`config.mk`:
```
export PLATFORM = sky130hd
export DESIGN_NAME = dmd_frame_writer
export DESIGN_NICKNAME = d
export VERILOG_FILES = /design/src/rtl/dmd_frame_writer.sv
export SDC_FILE = /design/constraint.sdc
export NUM_CORES = 1
export LEC_CHECK = 0
export BUFFER_PORTS_ARGS = -buffer_cell sky130_fd_sc_hd__buf_2
export CAP_MARGIN = 15
export CORE_UTILIZATION = 40
export CTS_CLUSTER_DIAMETER = 80
export DETAILED_ROUTE_END_ITERATION = 8
export MAX_ROUTING_LAYER = met4
export SYNTH_ARGS = -nofsm -noshare
export SYNTH_HDL_FRONTEND = slang
export SYNTH_SLANG_ARGS = --single-unit
```
`constraint.sdc`:
```
create_clock -name clk -period 5.45 [get_ports clk]
set_clock_uncertainty 0.15 [all_clocks]
set_input_delay 0.2725 -clock clk [delete_from_list [all_inputs] [get_ports clk]]
set_output_delay 0.2725 -clock clk [all_outputs]
set_load 0.03 [all_outputs]
```
`src/rtl/dmd_frame_writer.sv`:
```
// Double-buffered frame writer: unpacks a byte stream of 4-bit pixel pairs into the back
// bank of the pixel BRAM (port A) and swaps banks on vertical sync once a frame is complete.
module dmd_frame_writer (
    input  logic        clk,
    input  logic        rst,
    input  logic [7:0]  s_data,
    input  logic        s_sof,
    input  logic        s_valid,
    output logic        s_ready,
    input  logic        vsync,
    output logic        wea,
    output logic [12:0] addra,
    output logic [3:0]  dina,
    output logic        front_bank,
    output logic        frame_done,
    output logic        resync_err
);

    // state     | meaning
    // WAIT_SOF  | idle, dropping bytes until one carries s_sof
    // LOAD      | mid-frame, ready for the next pixel pair
    // WRITE_HI  | writing the held odd pixel, input stalled
    // SWAP_WAIT | frame complete, waiting for vsync to swap banks
    typedef enum logic [1:0] {
        WAIT_SOF  = 2'd0,
        LOAD      = 2'd1,
        WRITE_HI  = 2'd2,
        SWAP_WAIT = 2'd3
    } state_t;

    state_t      state_q, state_d;
    logic [11:0] idx_q, idx_d;
    logic [3:0]  hi_q, hi_d;
    logic        wea_q, wea_d;
    logic [12:0] addra_q, addra_d;
    logic [3:0]  dina_q, dina_d;
    logic        front_q, front_d;
    logic        done_q, done_d;
    logic        err_q, err_d;
    logic        ready_q, ready_d;

    logic        accept;
    logic [11:0] base_idx;

    assign accept   = s_valid && ready_q;
    assign base_idx = s_sof ? 12'd0 : idx_q;

    always_comb begin
        state_d = state_q;
        idx_d   = idx_q;
        hi_d    = hi_q;
        wea_d   = 1'b0;
        addra_d = addra_q;
        dina_d  = dina_q;
        front_d = front_q;
        done_d  = 1'b0;
        err_d   = err_q;

        case (state_q)
            WAIT_SOF: begin
                if (accept && s_sof) begin
                    wea_d   = 1'b1;
                    addra_d = {~front_q, 12'd0};
                    dina_d  = s_data[3:0];
                    hi_d    = s_data[7:4];
                    idx_d   = 12'd0;
                    state_d = WRITE_HI;
                end
            end
            LOAD: begin
                if (accept) begin
                    // A new SOF mid-frame abandons the partial frame and restarts at pixel 0.
                    if (s_sof) err_d = 1'b1;
                    wea_d   = 1'b1;
                    addra_d = {~front_q, base_idx};
                    dina_d  = s_data[3:0];
                    hi_d    = s_data[7:4];
                    idx_d   = base_idx;
                    state_d = WRITE_HI;
                end
            end
            WRITE_HI: begin
                wea_d   = 1'b1;
                addra_d = {~front_q, idx_q + 12'd1};
                dina_d  = hi_q;
                idx_d   = idx_q + 12'd2;
                state_d = (idx_q == 12'd4094) ? SWAP_WAIT : LOAD;
            end
            SWAP_WAIT: begin
                if (vsync) begin
                    front_d = ~front_q;
                    done_d  = 1'b1;
                    state_d = WAIT_SOF;
                end
            end
            default: state_d = WAIT_SOF;
        endcase

        // Ready is held low for the swap cycle so it returns one cycle after frame_done.
        ready_d = (state_d == LOAD) ||
                  ((state_d == WAIT_SOF) && (state_q != SWAP_WAIT));
    end

    always_ff @(posedge clk or posedge rst) begin
        if (rst) begin
            state_q <= WAIT_SOF;
            idx_q   <= 12'd0;
            hi_q    <= 4'd0;
            wea_q   <= 1'b0;
            addra_q <= 13'd0;
            dina_q  <= 4'd0;
            front_q <= 1'b0;
            done_q  <= 1'b0;
            err_q   <= 1'b0;
            ready_q <= 1'b0;
        end else begin
            state_q <= state_d;
            idx_q   <= idx_d;
            hi_q    <= hi_d;
            wea_q   <= wea_d;
            addra_q <= addra_d;
            dina_q  <= dina_d;
            front_q <= front_d;
            done_q  <= done_d;
            err_q   <= err_d;
            ready_q <= ready_d;
        end
    end

    assign s_ready    = ready_q;
    assign wea        = wea_q;
    assign addra      = addra_q;
    assign dina       = dina_q;
    assign front_bank = front_q;
    assign frame_done = done_q;
    assign resync_err = err_q;

endmodule

```
=== Word level (Yosys, flattened, before mapping) ===
Index checks and enable logic that the tools add are counted.

* Flip-flop bits (word level): 40
* Input port bits: 13
* Output and inout bits: 22
* Logic and storage cells: 56

* Add/sub/neg operators: 2
* Eq/ne operators: 8
* Muxes and demuxes: 23
* Bitwise gates (word level): 1
* Reductions and logical operators: 12

{| class="wikitable"
|+ Operators with widths
! cell !! number
|-
| $pmux W13 S3 || 1
|-
| $mux W12 || 3
|-
| $pmux W12 S3 || 1
|-
| $mux W13 || 2
|-
| $mux W4 || 4
|-
| $add A12 B1 Y12 const B || 1
|-
| $add A12 B2 Y12 const B || 1
|-
| $eq A12 B12 Y1 const B || 1
|-
| $pmux W4 S3 || 1
|-
| $reduce_and A3 Y1 || 3
|-
| $mux W2 || 4
|-
| $pmux W2 S4 || 1
|-
| $pmux W4 S2 || 1
|-
| $ne A2 B2 Y1 const B || 3
|-
| $eq A2 B1 Y1 const B || 2
|-
| $eq A2 B2 Y1 const B || 2
|-
| $logic_not A2 Y1 || 2
|-
| $mux W1 || 4
|-
| $logic_and A1 B1 Y1 || 3
|-
| $pmux W1 S3 || 1
|-
| $reduce_bool A3 Y1 || 1
|-
| $reduce_and A2 Y1 || 1
|-
| $reduce_bool A2 Y1 || 1
|-
| $logic_or A1 B1 Y1 || 1
|-
| $not A1 Y1 || 1
|}

=== Logic depth before layout (Yosys ltp) ===
* Depth after elaboration: 7
* Mapped depth: 10
* Mapped depth without buffers: 7

=== Least setup slack after synthesis ===
No wires, ideal clock.

* Path type: reg2reg
* Start point: register state_q[0]
* End point: register addra_q[7] (netlist: addra[7])
* Library setup time: 0.126 ns
* Data arrival time: 1.682 ns
* Data required time: 5.174 ns
* Slack: 3.492 ns
* Cell stages (with the launch flop): 9
* Path buffers: 2
* Cell sequence: dfrtp_1 > inv_1 > ha_1 > nor2b_2 > o22ai_2 > nand2_2 > buf_6 > buf_6 > a221o_1

* Word-level cells in the longest chain between the ends: 3
* Elaborated cells on any way between the ends: 8
* Classes of those cells: eq/ne (4); mux (1); reduce/logical (3)

{| class="wikitable"
|+ Ends and longest elaborated chain
! item !! RTL line !! RTL
|-
| from (decl) || 31 || <nowiki>state_t state_q, state_d;</nowiki>
|-
| from (signal assigned) || 117 || <nowiki>state_q <= state_d;</nowiki>
|-
| $eq A2 B1 Y1, or another cell as far along || 59 || <nowiki>case (state_q)</nowiki>
|-
| $ne A2 B2 Y1 (no source line) / $reduce_bool A3 Y1 (equally long branches) || n/a ||
|-
| $reduce_and A3 Y1 (no source line) || n/a ||
|-
| to (signal assigned) || 121 || <nowiki>addra_q <= addra_d;</nowiki>
|-
| to (decl) || 35 || <nowiki>logic [12:0] addra_q, addra_d;</nowiki>
|}

Parallel ways exist; a longest one is shown, timed or not.
A chain may end at the register's enable or synchronous reset.

=== Final worst setup path ===
* Start point: register state_q[0]
* End point: register idx_q[9]

* Word-level cells in the longest chain between the ends: 3
* Elaborated cells on any way between the ends: 8
* Classes of those cells: eq/ne (4); mux (1); reduce/logical (3)

{| class="wikitable"
|+ Ends and longest elaborated chain
! item !! RTL line !! RTL
|-
| $eq A2 B1 Y1, or another cell as far along || 59 ||
|-
| $ne A2 B2 Y1 (no source line) / $reduce_bool A3 Y1 (equally long branches) || n/a ||
|-
| $reduce_and A3 Y1 (no source line) || n/a ||
|-
| to (signal assigned) || 118 || <nowiki>idx_q <= idx_d;</nowiki>
|-
| to (decl) || 32 || <nowiki>logic [11:0] idx_q, idx_d;</nowiki>
|}

Parallel ways exist; a longest one is shown, timed or not.

==> metrics.csv <==
stage,metric,value,unit
setup_path,slowest_delay,0.63,ns
logic_synthesis,synth_cells,241,
route,ant_nets,0,
logic_synthesis,synth.top_cell.area_share,43.9,%
cts,cts_sinks,40,
pwr,internal_power,0.000673,W
sta,period_share,47.0,%
route,first_iter_violations,129,
logic_synthesis,synth_edf_count,0,
setup_path,crit_fanout,38,
final_layout,layout_common_cells,"40 x dfrtp_1, 34 x buf_2, 29 x nand2_1",
final_layout,finalNetCount,287,
cts,htree_levels,2,
sta,setup_viol,0,
route,routed_wl,5130,um
setup_path,end_kind,register,
pwr,cellPowerDensity,451,mW/mm^2
cts,cts_tree,built,
setup_path,required,5.53,ns
min_path,hold_class,input port to register,
pwr,p_switching,0.000489,W
floorplan,placementRows,27,
logic_synthesis,async_flop_share,100,%
place,gp_congestion,0.828,
logic_synthesis,synth_fp_nets,262,
setup_path,cp_data_arrival_time,2.64,ns
route,vias,1859,
logic_synthesis,synth_area_per_cell,9.45,um^2
sta,tightest_slew,0.835,ns
floorplan,core_region_area,0.00551,mm^2
floorplan,start_util,41.4,%
final_layout,areaGrowthSynthToFinish,13.2,%
final_layout,drive_gt1_share,21.3,%
pwr,comb_power_share,43.0,%
route,dr.pass1.iters,4,
pwr,power.share.switching,42.1,%
final_layout,diodes,0,
setup_path,crit_chain,inv_1 -> ha_1 -> nor2b_2 -> o22ai_2 -> nand2_2 -> or4_1 -> nand4_1,
floorplan,fp.dieH,77.5,um
pwr,finalPower,0.00116,W
setup_path,critPathTopFamily,simple AND/OR/NAND/NOR gates,
sta,fmax,0.390,GHz
sta,setup_tns,0,ns
logic_synthesis,synth_ff_type,dfrtp_1,
setup_path,path_class,register to register,
logic_synthesis,yosysTopAreaCell,dfrtp_1,
setup_path,cp-start-kind,register,
route,drc,0,
setup_path,cp_num_buf_inv,1,
global_route,grt_overflow_total,0,
floorplan,die_x,77.5,um
logic_synthesis,ys_warn_count,0,
run_status,outcome,finished clean,
final_layout,fin_util,46.8,%
sta,slew_viol_final,0,
global_route,grt_max_degree,41,
cts,cts_root_buffer,clkbuf_8,
cts,clockBufferDepth,2,
route,post_drt_wl_per_cell,15.1,um
pwr,ir_worst_vdd,191,uV
cts,cts_buffers,5,
logic_synthesis,synthDistinctLibCells,49,
pwr,clkPwrFrac,22.9,%
cts,clkSlewWorstSetupHoldPaths,0.08,ns
sta,rsz0062_at_grt,false,
sta,hold_viol,0,
sta,slew_headroom,44.4,%
logic_synthesis,synth_area_leaders,"dfrtp_1 44%, nand2_1 4.8%, ha_1 4.4%",
sta,period_needed,2.56,ns
place,dpl_cell_area,0.00243,mm^2
cts,clk_latency,0.29,ns
global_route,first_global_vias,1729,
pwr,leakagePower,1.20,nW
logic_synthesis,ys_seq_area_share,43.9,%
global_route,grt_pass1_wl,8770,um
place,dp_hpwl,3510,um
final_layout,final_common_cell,dfrtp_1,
cts,cts-resized-gates,0,
route,vias_per_cell,5.48,
floorplan,ios,35,
setup_path,slowest_stage,or4_1,
floorplan,die-area,0.00600,mm^2
final_layout,final_cell_area,0.00258,mm^2
global_route,track_usage,19.1,%
run,maxCapViolCount,0,
logic_synthesis,syn_area,0.00228,mm^2
global_route,antenna_found_initial,0,
logic_synthesis,synth-seq-cells,40,
pwr,seqPwrFrac,34.1,%
place,portBuffers,34,
## final cells by class
cell class,count,area (um^2)
fill,552,2930
multi-input combinational,174,1140
sequential,40,1000
timing repair buffer,37,195
clock buffer,7,96.3
tap,72,90.1
clock inverter,1,30.0
inverter,8,30.0
## routing by layer
metal	track usage, %	wire (um)	up-vias
met1	25.6	2500	889
met2	29.0	2310	48
met4	6.79	82	0
met5	-	0	-
met3	3.29	237	6
li1	-	-	916
## registers in the layout (all words and copies together), names as in the netlist
signal / flops
idx_q: 12
addra: 13
hi_q: 4
wea: 1
s_ready: 1
dina: 4
frame_done: 1
front_bank: 1
resync_err: 1
state_q: 2
## cells in the mapped netlist, drive strengths merged (2+ instances only)
cell type and count:
o21ai 19, xor2 5, nor2 13, clkbuf 3
a22o 4, and2 5, a31oi 3, nor2b 2
o22a 2, inv 8, a22oi 8, nor4 7
mux2 4, o22ai 4, and3 3, dfrtp 40
a21oi 5, nor3 4, a21o 2, nand4 4
nand2 30, ha 8, nand3 15, xnor2 4
mux2i 6, buf 16, a221o 4, or4 2
## worst register-to-register path, cell delays in order, from the launching register on
cell and delay, ns:
dfrtp_1 0.38, inv_1 0.10, ha_1 0.29, nor2b_2 0.20
o22ai_2 0.20, nand2_2 0.44, or4_1 0.65, nand4_1 0.09
## power groups by stage
| stage | clock, W | sequential [W] | combinational (W) |
|---|---|---|---|
| 4_1_cts | 0.000274 | 0.000398 | 0.000504 |
| 3_3_place_gp | 0 | 0.000402 | 0.000497 |
| 2_1_floorplan | 0 | 0.000469 | 0.000341 |
| 5_1_grt | 0.000284 | 0.000408 | 0.000555 |
| 6_report | 0.000266 | 0.000396 | 0.000500 |
| 3_5_place_dp | 0 | 0.000404 | 0.000503 |
## worst paths after layout
path / start / end / slack (ns) / depth (start not counted)
min reg2reg: addra[1] / addra[1] / 0.32 / 2
min: s_data[5] / hi_q[1] / 0.05 / 2
max: state_q[0] / idx_q[9] / 2.89 / 7
max reg2reg: state_q[0] / idx_q[9] / 2.89 / 7
max in group asynchronous: rst / s_ready / 4.31 / 4
min in group asynchronous: rst / addra[9] / 0.49 / 4
## metrics by stage
step | worst slack, ns | hold WS (ns) | std cells
finish | 2.89 | 0.0547 | 339
global route | 2.69 | 0.0564 | 339
CTS | 2.70 | 0.0461 | 338
detailed placement | 2.72 | 0.281 | 329
global placement | 2.84 | 0.284 | 329
floorplan | 3.49 | 0.235 | 241
## kinds of logic after synthesis
logic type / synth area share, %
muxes: 4.61
DFF: 43.9
AOI/OAI and AO/OA: 18.8
xor gates and xnor gates: 3.46
and+or+nand+nor: 18.6
buffers and inverters: 6.21
adders and majority gates: 4.39
## timing repair
item	in CTS	in global routing
hold endpoints to repair	40	0
setup buffers	0	0
endpoints found under the setup margin	0	0
hold buffers	1	0
Note: power is estimated with default switching activity, not from simulation.
